## config.mk

```make
export PLATFORM = sky130hd
export DESIGN_NAME = irq_ctrl_flat
export DESIGN_NICKNAME = d
export VERILOG_FILES = /design/src/rtl/irq_ctrl_if.sv /design/src/rtl/irq_ctrl.sv /design/src/flat_wrapper.sv
export SDC_FILE = /design/constraint.sdc
export NUM_CORES = 1
export LEC_CHECK = 0
export BUFFER_PORTS_ARGS = -buffer_cell sky130_fd_sc_hd__buf_4
export CORE_MARGIN = 2
export CORE_UTILIZATION = 25
export CTS_CLUSTER_SIZE = 25
export DETAILED_ROUTE_END_ITERATION = 7
export GPL_TIMING_DRIVEN = 0
export PLACE_DENSITY_LB_ADDON = 0.3
export SLEW_MARGIN = 10
export SYNTH_ARGS = -nofsm -noshare
export SYNTH_HDL_FRONTEND = slang
export SYNTH_SLANG_ARGS = --single-unit
export TNS_END_PERCENT = 20
```

## constraint.sdc

```tcl
create_clock -name clk -period 2.2 [get_ports clk]
set_clock_uncertainty 0.15 [all_clocks]
set_input_delay 0.11 -clock clk [delete_from_list [all_inputs] [get_ports clk]]
set_output_delay 0.11 -clock clk [all_outputs]
set_load 0.005 [all_outputs]
```

## src/rtl/irq_ctrl_if.sv

```systemverilog
// Ibex data-bus port bundle shared by every memory-mapped peripheral.
// The master drives the request; the slave answers with grant and a one-cycle-later response.
interface ibex_data_bus;
  localparam int unsigned ADDR_W = 32;
  localparam int unsigned DATA_W = 32;
  localparam int unsigned INTG_W = 7;

  logic              req;
  logic              gnt;
  logic              we;
  logic [ADDR_W-1:0] addr;
  logic [DATA_W-1:0] wdata;
  logic              rvalid;
  logic [DATA_W-1:0] rdata;
  logic              err;
  logic [INTG_W-1:0] rdata_intg;

  modport master (
    output req,
    output we,
    output addr,
    output wdata,
    input  gnt,
    input  rvalid,
    input  rdata,
    input  err,
    input  rdata_intg
  );

  modport slave (
    input  req,
    input  we,
    input  addr,
    input  wdata,
    output gnt,
    output rvalid,
    output rdata,
    output err,
    output rdata_intg
  );
endinterface

```

## src/rtl/irq_ctrl.sv

```systemverilog
// Interrupt controller: per-source edge/level capture, enable mask, W1C pending bits and a
// priority claim register; drives the single registered external interrupt to the core.
module irq_ctrl #(
  parameter int unsigned NUM_IRQ = 8
) (
  input  logic               clk,
  input  logic               rst_n,
  ibex_data_bus.slave        data_bus,
  input  logic [NUM_IRQ-1:0] irq_src,
  output logic               irq
);

  localparam int unsigned DATA_W = 32;
  localparam int unsigned OFF_W  = 12;
  localparam int unsigned ID_W   = 5;
  localparam int unsigned INTG_W = 7;

  localparam logic [OFF_W-1:0] OFF_MODE  = OFF_W'(12'h000);
  localparam logic [OFF_W-1:0] OFF_IER   = OFF_W'(12'h004);
  localparam logic [OFF_W-1:0] OFF_IPR   = OFF_W'(12'h008);
  localparam logic [OFF_W-1:0] OFF_CLAIM = OFF_W'(12'h00C);
  localparam logic [OFF_W-1:0] OFF_RAW   = OFF_W'(12'h010);

  if (NUM_IRQ < 1 || NUM_IRQ > 32) begin : g_bad_num_irq
    $error("irq_ctrl: NUM_IRQ must be in 1..32");
  end

  // Registered state
  logic [NUM_IRQ-1:0] r_src_q;
  logic [NUM_IRQ-1:0] r_src_prev;
  logic [NUM_IRQ-1:0] r_mode;
  logic [NUM_IRQ-1:0] r_ier;
  logic [NUM_IRQ-1:0] r_ipr;
  logic               r_irq;
  logic               r_rvalid;
  logic               r_err;
  logic [DATA_W-1:0]  r_rdata;

  // Combinational nets
  logic [OFF_W-1:0]   w_off;
  logic               w_off_ok;
  logic               w_wr;
  logic               w_rd;
  logic [NUM_IRQ-1:0] w_rise;
  logic [NUM_IRQ-1:0] w_act;
  logic               w_claim_vld;
  logic [ID_W-1:0]    w_claim_id;
  logic [NUM_IRQ-1:0] w_claim_oh;
  logic [DATA_W-1:0]  w_claim_word;
  logic [NUM_IRQ-1:0] w_claim_clr;
  logic [NUM_IRQ-1:0] w_w1c;
  logic [NUM_IRQ-1:0] w_ipr_nxt;
  logic [DATA_W-1:0]  w_rd_sel;
  logic               w_unused;

  // Address decode; upper address bits are resolved by the bus fabric.
  assign w_off    = data_bus.addr[OFF_W-1:0];
  assign w_off_ok = (w_off[1:0] == 2'b00) && (w_off <= OFF_RAW);
  assign w_wr     = data_bus.req &&  data_bus.we && w_off_ok;
  assign w_rd     = data_bus.req && !data_bus.we && w_off_ok;
  assign w_unused = ^{data_bus.addr[DATA_W-1:OFF_W], data_bus.wdata};

  assign w_rise = r_src_q & ~r_src_prev;
  assign w_act  = r_ipr & r_ier;

  // Lowest active index wins: scan downwards so the last hit is the smallest index.
  always_comb begin
    w_claim_vld = 1'b0;
    w_claim_id  = '0;
    w_claim_oh  = '0;
    for (int i = NUM_IRQ - 1; i >= 0; i--) begin
      if (w_act[i]) begin
        w_claim_vld   = 1'b1;
        w_claim_id    = ID_W'(i);
        w_claim_oh    = '0;
        w_claim_oh[i] = 1'b1;
      end
    end
  end

  assign w_claim_word = {w_claim_vld, {(DATA_W-1-ID_W){1'b0}}, w_claim_id};

  // Only a granted CLAIM read of an edge-mode source consumes the pending bit.
  assign w_claim_clr = (w_rd && (w_off == OFF_CLAIM)) ? (w_claim_oh & r_mode) : '0;
  assign w_w1c       = (w_wr && (w_off == OFF_IPR)) ? data_bus.wdata[NUM_IRQ-1:0] : '0;

  // Edge bits: set beats clear. Level bits: track the synchronised source.
  assign w_ipr_nxt = (r_mode & (w_rise | (r_ipr & ~(w_w1c | w_claim_clr))))
                   | (~r_mode & r_src_q);

  always_comb begin
    w_rd_sel = r_rdata;
    case (w_off)
      OFF_MODE:  w_rd_sel = DATA_W'(r_mode);
      OFF_IER:   w_rd_sel = DATA_W'(r_ier);
      OFF_IPR:   w_rd_sel = DATA_W'(r_ipr);
      OFF_CLAIM: w_rd_sel = w_claim_word;
      OFF_RAW:   w_rd_sel = DATA_W'(r_src_q);
      default:   w_rd_sel = r_rdata;
    endcase
  end

  // Input synchroniser stage and edge history
  always_ff @(posedge clk or negedge rst_n) begin
    if (!rst_n) begin
      r_src_q    <= '0;
      r_src_prev <= '0;
    end else begin
      r_src_q    <= irq_src;
      r_src_prev <= r_src_q;
    end
  end

  // Configuration registers
  always_ff @(posedge clk or negedge rst_n) begin
    if (!rst_n) begin
      r_mode <= '0;
      r_ier  <= '0;
    end else if (w_wr) begin
      if (w_off == OFF_MODE) r_mode <= data_bus.wdata[NUM_IRQ-1:0];
      if (w_off == OFF_IER)  r_ier  <= data_bus.wdata[NUM_IRQ-1:0];
    end
  end

  // Pending bits and the registered request to the core
  always_ff @(posedge clk or negedge rst_n) begin
    if (!rst_n) begin
      r_ipr <= '0;
      r_irq <= 1'b0;
    end else begin
      r_ipr <= w_ipr_nxt;
      r_irq <= |w_act;
    end
  end

  // Bus response, one cycle after the granted request
  always_ff @(posedge clk or negedge rst_n) begin
    if (!rst_n) begin
      r_rvalid <= 1'b0;
      r_err    <= 1'b0;
      r_rdata  <= '0;
    end else begin
      r_rvalid <= data_bus.req;
      r_err    <= data_bus.req && !w_off_ok;
      if (w_rd) r_rdata <= w_rd_sel;
    end
  end

  assign data_bus.gnt        = data_bus.req;
  assign data_bus.rvalid     = r_rvalid;
  assign data_bus.err        = r_err;
  assign data_bus.rdata      = r_rdata;
  assign data_bus.rdata_intg = INTG_W'(0);
  assign irq                 = r_irq;

endmodule

```

## src/flat_wrapper.sv

```systemverilog
// flat-port wrapper written by rule: the top's interface ports become plain ports
module irq_ctrl_flat 
#(
  parameter int unsigned NUM_IRQ = 8
)
  (clk, rst_n, irq_src, irq, data_bus_req, data_bus_we, data_bus_addr, data_bus_wdata, data_bus_gnt, data_bus_rvalid, data_bus_rdata, data_bus_err, data_bus_rdata_intg);
  ibex_data_bus data_bus_i ();
  input  logic clk;
  input  logic rst_n;
  input  logic [NUM_IRQ-1:0] irq_src;
  output logic irq;
  input wire logic [$bits(data_bus_i.req)-1:0] data_bus_req;
  input wire logic [$bits(data_bus_i.we)-1:0] data_bus_we;
  input wire logic [$bits(data_bus_i.addr)-1:0] data_bus_addr;
  input wire logic [$bits(data_bus_i.wdata)-1:0] data_bus_wdata;
  output wire logic [$bits(data_bus_i.gnt)-1:0] data_bus_gnt;
  output wire logic [$bits(data_bus_i.rvalid)-1:0] data_bus_rvalid;
  output wire logic [$bits(data_bus_i.rdata)-1:0] data_bus_rdata;
  output wire logic [$bits(data_bus_i.err)-1:0] data_bus_err;
  output wire logic [$bits(data_bus_i.rdata_intg)-1:0] data_bus_rdata_intg;
  assign data_bus_i.req = data_bus_req;
  assign data_bus_i.we = data_bus_we;
  assign data_bus_i.addr = data_bus_addr;
  assign data_bus_i.wdata = data_bus_wdata;
  assign data_bus_gnt = data_bus_i.gnt;
  assign data_bus_rvalid = data_bus_i.rvalid;
  assign data_bus_rdata = data_bus_i.rdata;
  assign data_bus_err = data_bus_i.err;
  assign data_bus_rdata_intg = data_bus_i.rdata_intg;
  irq_ctrl #(.NUM_IRQ(NUM_IRQ)) u_core (.clk(clk), .rst_n(rst_n), .data_bus(data_bus_i), .irq_src(irq_src), .irq(irq));
endmodule
```

Yosys cells after proc, flatten, opt, wreduce, memory -nomap -nowiden
Cells that the tools add are included.
{ "word_totals": {"ff_bits": 75, "latchBits": 0, "ramBits": 0, "rom_bits": 0, "out_inout_bits": 43, "mem_count": 0} }
{ "classes": {"n_addsub": 0, "mul": 0, "n_div": 0, "n_lt_le_gt_ge": 1, "n_eq_ne": 4, "n_shift": 0, "mux": 27, "bitwise_logic": 12, "n_reduce_logical": 17} }
{ "op_table": {"columns": ["cell", "n"], "rows": [
  ["$pmux 32 s5", 1],
  ["$mux 8", 10],
  ["$and 8x8->8", 6],
  ["$mux 5", 7],
  ["$eq 12x4->1 const B", 2],
  ["$not 8->8", 3],
  ["$or 8x8->8", 3],
  ["$eq 12x3->1 const B", 1],
  ["$eq 12x5->1 const B", 1],
  ["$le 12x5->1 const B", 1],
  ["$logic_not 12->1", 1],
  ["$logic_and 1x1->1", 8],
  ["$mux 1", 8],
  ["$reduce_or 8->1", 1],
  ["$reduce_and 2->1", 3],
  ["$reduce_bool 5->1", 1],
  ["$mux 3", 1],
  ["$logic_not 1->1", 2],
  ["$logic_not 2->1", 1]
]} }

Logic depth before layout (Yosys ltp)
{ "depth": {"depth_word": 17, "depth_mapped": 8, "mapped_depth_nobuf": 5} }

Least setup slack after synthesis
Ideal clock, no wire load.
{ "synth_path": {"kind": "in2reg", "start": "input data_bus_addr[9]", "end": "register u_core.r_ier[0]", "arrival_ns": 1.821, "t_required_ns": 1.925, "path_slack_ns": 0.104, "cell_stages": 4, "path_buffers": 0, "path_cell_list": "or4_4 > or4_4 > nor4_4 > mux2_2"} }
{ "synth_via": {"elab_chain_len": 4, "elab_cells_between_ends": 5, "cone_classes": "order compare: 1; eq/ne: 1; reduce/logical: 3"} }
{ "synth_lines": {"columns": ["element", "line_no", "rtl"], "rows": [
  ["start, declared", "flat_wrapper.sv:14", "input wire logic [$bits(data_bus_i.addr)-1:0] data_bus_addr;"],
  ["$le 12x5->1", "irq_ctrl.sv:58", "assign w_off_ok = (w_off[1:0] == 2'b00) && (w_off <= OFF_RAW);"],
  ["$logic_and 1x1->1", "irq_ctrl.sv:58", null],
  ["$logic_and 1x1->1", "irq_ctrl.sv:59", "assign w_wr = data_bus.req && data_bus.we && w_off_ok;"],
  ["$reduce_and 2->1 (no source line) (*)", null, null],
  ["end signal, assigned", "irq_ctrl.sv:121", "if (w_off == OFF_IER) r_ier <= data_bus.wdata[NUM_IRQ-1:0];"],
  ["end, declared", "irq_ctrl.sv:32", "logic [NUM_IRQ-1:0] r_ier;"]
]} }
Mark *: on every way between the ends. The rest lies on a longest branch, timed or not.
A chain may end at the register's enable or synchronous reset.

Worst setup path in the final report
{ "layout_path": {"start": "input data_bus_addr[9]", "end": "register u_core.r_ier[2]"} }
The elaborated chain is that of the path after synthesis.

==> impl_results.md <==
* Total routed wirelength at 6500 um
* Post-DP HPWL at 4710 um
* Die height at 106 um
* Aggregate global routing overflow at 0
* Die width at 106 um
* Post-Syn Area at 2600 um^2
* Design Power at 1770 uW
* Final Hold Vio Count at 0
* Endpoints failing setup at 0
* Hold Path Class: primary input to register
* Pwr dens at 503 nW/um^2
* Worst-path cell chain: buf_4, or4_4, or4_4, nor4_4, buf_4, mux2_2
* Sink Count at 52
* Worst Setup End Kind: register
* Reg2Reg Capture Point: u_core.r_ipr[6]
* Unique masters post-synth at 42
* Met3 wire len at 356 um
* Crit-path leading delay family: simple AND/OR/NAND/NOR gates
* Final Max Slew Viols at 0
* Iteration-0 DRC Markers at 124
* Clk_lat worst skew at 0.32 ns
* WP data arrival at 2.04 ns
* N_diodes at 0
* CP Buf/Inv Count at 2
* Routed length on met1 at 3100 um
* CTS H-tree depth at 2
* Top sig layer: met4
* Vias/cell at 4.48
* Reg clk slew, reported paths at 0.11 ns
* Via count at 2171
* GRT Total Usage at 11.9%
* Largest fanout on the critical path at 4
* Antenna-violating nets left at 0
* Peak Freq at 0.501 GHz
* CTS tree: done
* Period utilization at 90.7%
* Mapped Cells at 248
* Fraction of layout cells with a size suffix above 1 at 31.5%
* Multi-input logic area at 1160 um^2
* Ports at 119
* Min cycle time layout at 2.00 ns
* Nets@finish at 424
* CP Class: primary input to register
* GP Congestion at 0.829
* Yosys warning count at 0
* Util after Layout at 34.6%
* Area occupied by registers at 1300 um^2
* R2R Setup Slk at 0.24 ns
* DR WL met2 at 2920 um
* TritonRoute pass-1 iters at 4
* Avg WL per Cell at 13.4 um
* CTS Buf Count at 5
* # DRC at 0
* Die area at 11200 um^2
* Avg Inst Size Synth at 10.5 um^2
* Initial Utilization at 25.5%
* Port bufs at 43
* Initial antenna violation count at 0
* # rows at 37
* HP Start: data_bus_addr[10]
* Worst path slowest cell: or4_4
* Number of global-route vias before repair at 2087
* Synthesized flop and latch total at 52
* Main flop type after synthesis: dfrtp_1
* Hold Path Cell Cnt at 4
* Core area at 10200 um^2
* Outcome: finished clean
* Area grow syn2layout at 35.5%
* Root buf cell: clkbuf_8
* Launch point of the worst reg-to-reg path: u_core.r_ipr[1]
* Max-Cap Viols at 0
* Asr flop ratio synth at 100%
* RSZ-0062 raised after global routing: no
* Startpoint types: primary input
* Worst Hold Endpoint: u_core.data_bus.rdata[2]
* CP Data Required Time at 2.25 ns
* Reg2reg path depth at 5
* Longest Clk Path Bufs at 2
* Worst rel slew slack at 36.3%
* Max incr delay on CP at 0.58 ns
* EDFF count, synth at 0
* Worst VDD drop at 0.000254 V
* # fillers at 1046
* Largest net degree at the start of global routing at 53
* Static leakage at 0.00166 uW
* Register area share after synthesis at 50.1%
* First-pass GRT wire length at 10500 um
* Slew @ Worst Pin at 0.947 ns
==> cells by family after synthesis <==
family                 count (synthesis)  synth area share [%]
other                                  1                 0.144
AND/OR/NAND/NOR                       80                  16.9
multiplexers                          16                  6.94
flip-flops                            52                  50.1
AO/OA/AOI/OAI                         60                  15.8
buffers and inverters                 39                  10.2
==> synth_stat cells, drive strengths merged (2+ instances only) <==
cell type  count  share of area (%)
a21boi         2               0.58
a21o           2               0.58
a21oi         17                3.3
a221oi         4                1.3
a22o           6                2.0
a22oi          9                2.6
a31oi          5                1.2
and2           4               0.96
and3           2               0.48
and4           3                1.0
buf           32                9.2
clkbuf         5               0.72
dfrtp         52                 50
inv            2               0.29
mux2          16                6.9
nand2         35                5.1
nand3          7                1.3
nand4          5                1.2
nor2           6               0.87
nor2b          3               0.72
nor3           3               0.77
nor4           4                1.8
nor4b          2               0.67
o2111ai        2               0.67
o21ai          6                1.2
o22ai          2               0.48
or4            2               0.87
==> metal layers <==
metal | up-vias | track usage [%]
met5 | - | 0
met4 | 0 | 3.95
met3 | 12 | 2.64
met2 | 75 | 18.7
met1 | 1035 | 16.3
li1 | 1049 | -
==> timing repair <==
| item | CTS | global route |
|---|---|---|
| setup buffers | 2 | 0 |
| setup endpoints to repair | 8 | 17 |
| hold endpoints to repair | 81 | 0 |
| resized for setup | 0 | 2 |
| hold buffers | 19 | 0 |
| pin swaps | 1 | 0 |
==> worst register-to-register path, delay by kind of cell, from the launching register on <==
kind | cells | cell delay [ns]
DFF | 1 | 0.45
AOI/OAI and AO/OA | 2 | 0.63
and+or+nand+nor | 3 | 0.64
==> power by group <==
group	switching [uW]	internal [uW]	leakage [uW]	total [uW]
logic	83.1	114	0.000948	197
clock network	337	232	0.0000487	569
registers	22.1	981	0.000666	1000
total	442	1330	0.00166	1770
==> state kept, by name, indices dropped and copies added (netlist names) <==
register                count
u_core.data_bus.err         1
u_core.data_bus.rdata       9
u_core.data_bus.rvalid      1
u_core.irq                  1
u_core.r_ier                8
u_core.r_ipr                8
u_core.r_mode               8
u_core.r_src_prev           8
u_core.r_src_q              8
==> area by class of cell <==
class,count,area share [%]
clock buffer,5,1.95
tap,136,4.83
inverter,2,0.213
sequential,52,37.0
timing repair buffer,64,15.0
clock inverter,3,0.746
buffer,37,7.28
multi-input combinational,186,33.0
==> layout by cell type (no fill, tap or decap), types with 2 or more instances in the layout <==
| cell type | Yosys | final |
|---|---|---|
| nor2_1 | 6 | 6 |
| dlygate4sd3_1 | 0 | 19 |
| a221oi_1 | 4 | 4 |
| clkinv_4 | 0 | 2 |
| a31oi_1 | 5 | 5 |
| nand4_1 | 5 | 5 |
| a21oi_1 | 17 | 17 |
| dfrtp_1 | 52 | 52 |
| conb_1 | 1 | 30 |
| a22oi_1 | 9 | 9 |
| buf_4 | 31 | 76 |
| clkbuf_1 | 5 | 5 |
| and2_1 | 3 | 3 |
| nand3_1 | 7 | 7 |
| nor4b_1 | 2 | 2 |
| inv_1 | 2 | 2 |
| nor2b_1 | 3 | 3 |
| clkbuf_8 | 0 | 5 |
| mux2_2 | 16 | 16 |
| o2111ai_1 | 2 | 2 |
| nand2_1 | 35 | 35 |
| nor3_1 | 2 | 2 |
| nor4_4 | 1 | 2 |
| a22o_1 | 6 | 6 |
| and3_1 | 2 | 2 |
| o21ai_0 | 6 | 6 |
| and4_1 | 3 | 3 |
| a21o_1 | 2 | 2 |
| o22ai_1 | 2 | 2 |
| a21boi_0 | 2 | 2 |
| or4_4 | 2 | 2 |
==> worst max path at each step <==
| stage | start | slack, ns | cells past startpoint | end |
|---|---|---|---|---|
| after floorplan | data_bus_addr[9] | 0.10 | 4 | u_core.r_ier[0] |
| after global placement | data_bus_addr[5] | -0.53 | 6 | u_core.data_bus.rdata[1] |
| after detailed placement | data_bus_addr[5] | -0.46 | 6 | u_core.r_ier[2] |
| after CTS | data_bus_addr[9] | 0.05 | 8 | u_core.r_ipr[1] |
| after global routing | u_core.r_ipr[1] | 0.06 | 5 | u_core.r_ipr[6] |
| final | data_bus_addr[9] | 0.20 | 6 | u_core.r_ier[2] |
==> stage by stage <==
step	instance area, um^2	setup slack, ns	hold slack [ns]	TNS, ns	std cells
CTS	3510	0.0533	0.0407	0	485
global placement	3200	-0.533	0.0386	-11.55	456
floorplan	2710	0.104	-0.336	0	277
global route	3520	0.0644	0.0737	0	485
finish	3520	0.205	0.0263	0	485
detailed placement	3210	-0.461	0.0455	-8.40	456
Note: power is estimated with default switching activity, not from simulation.
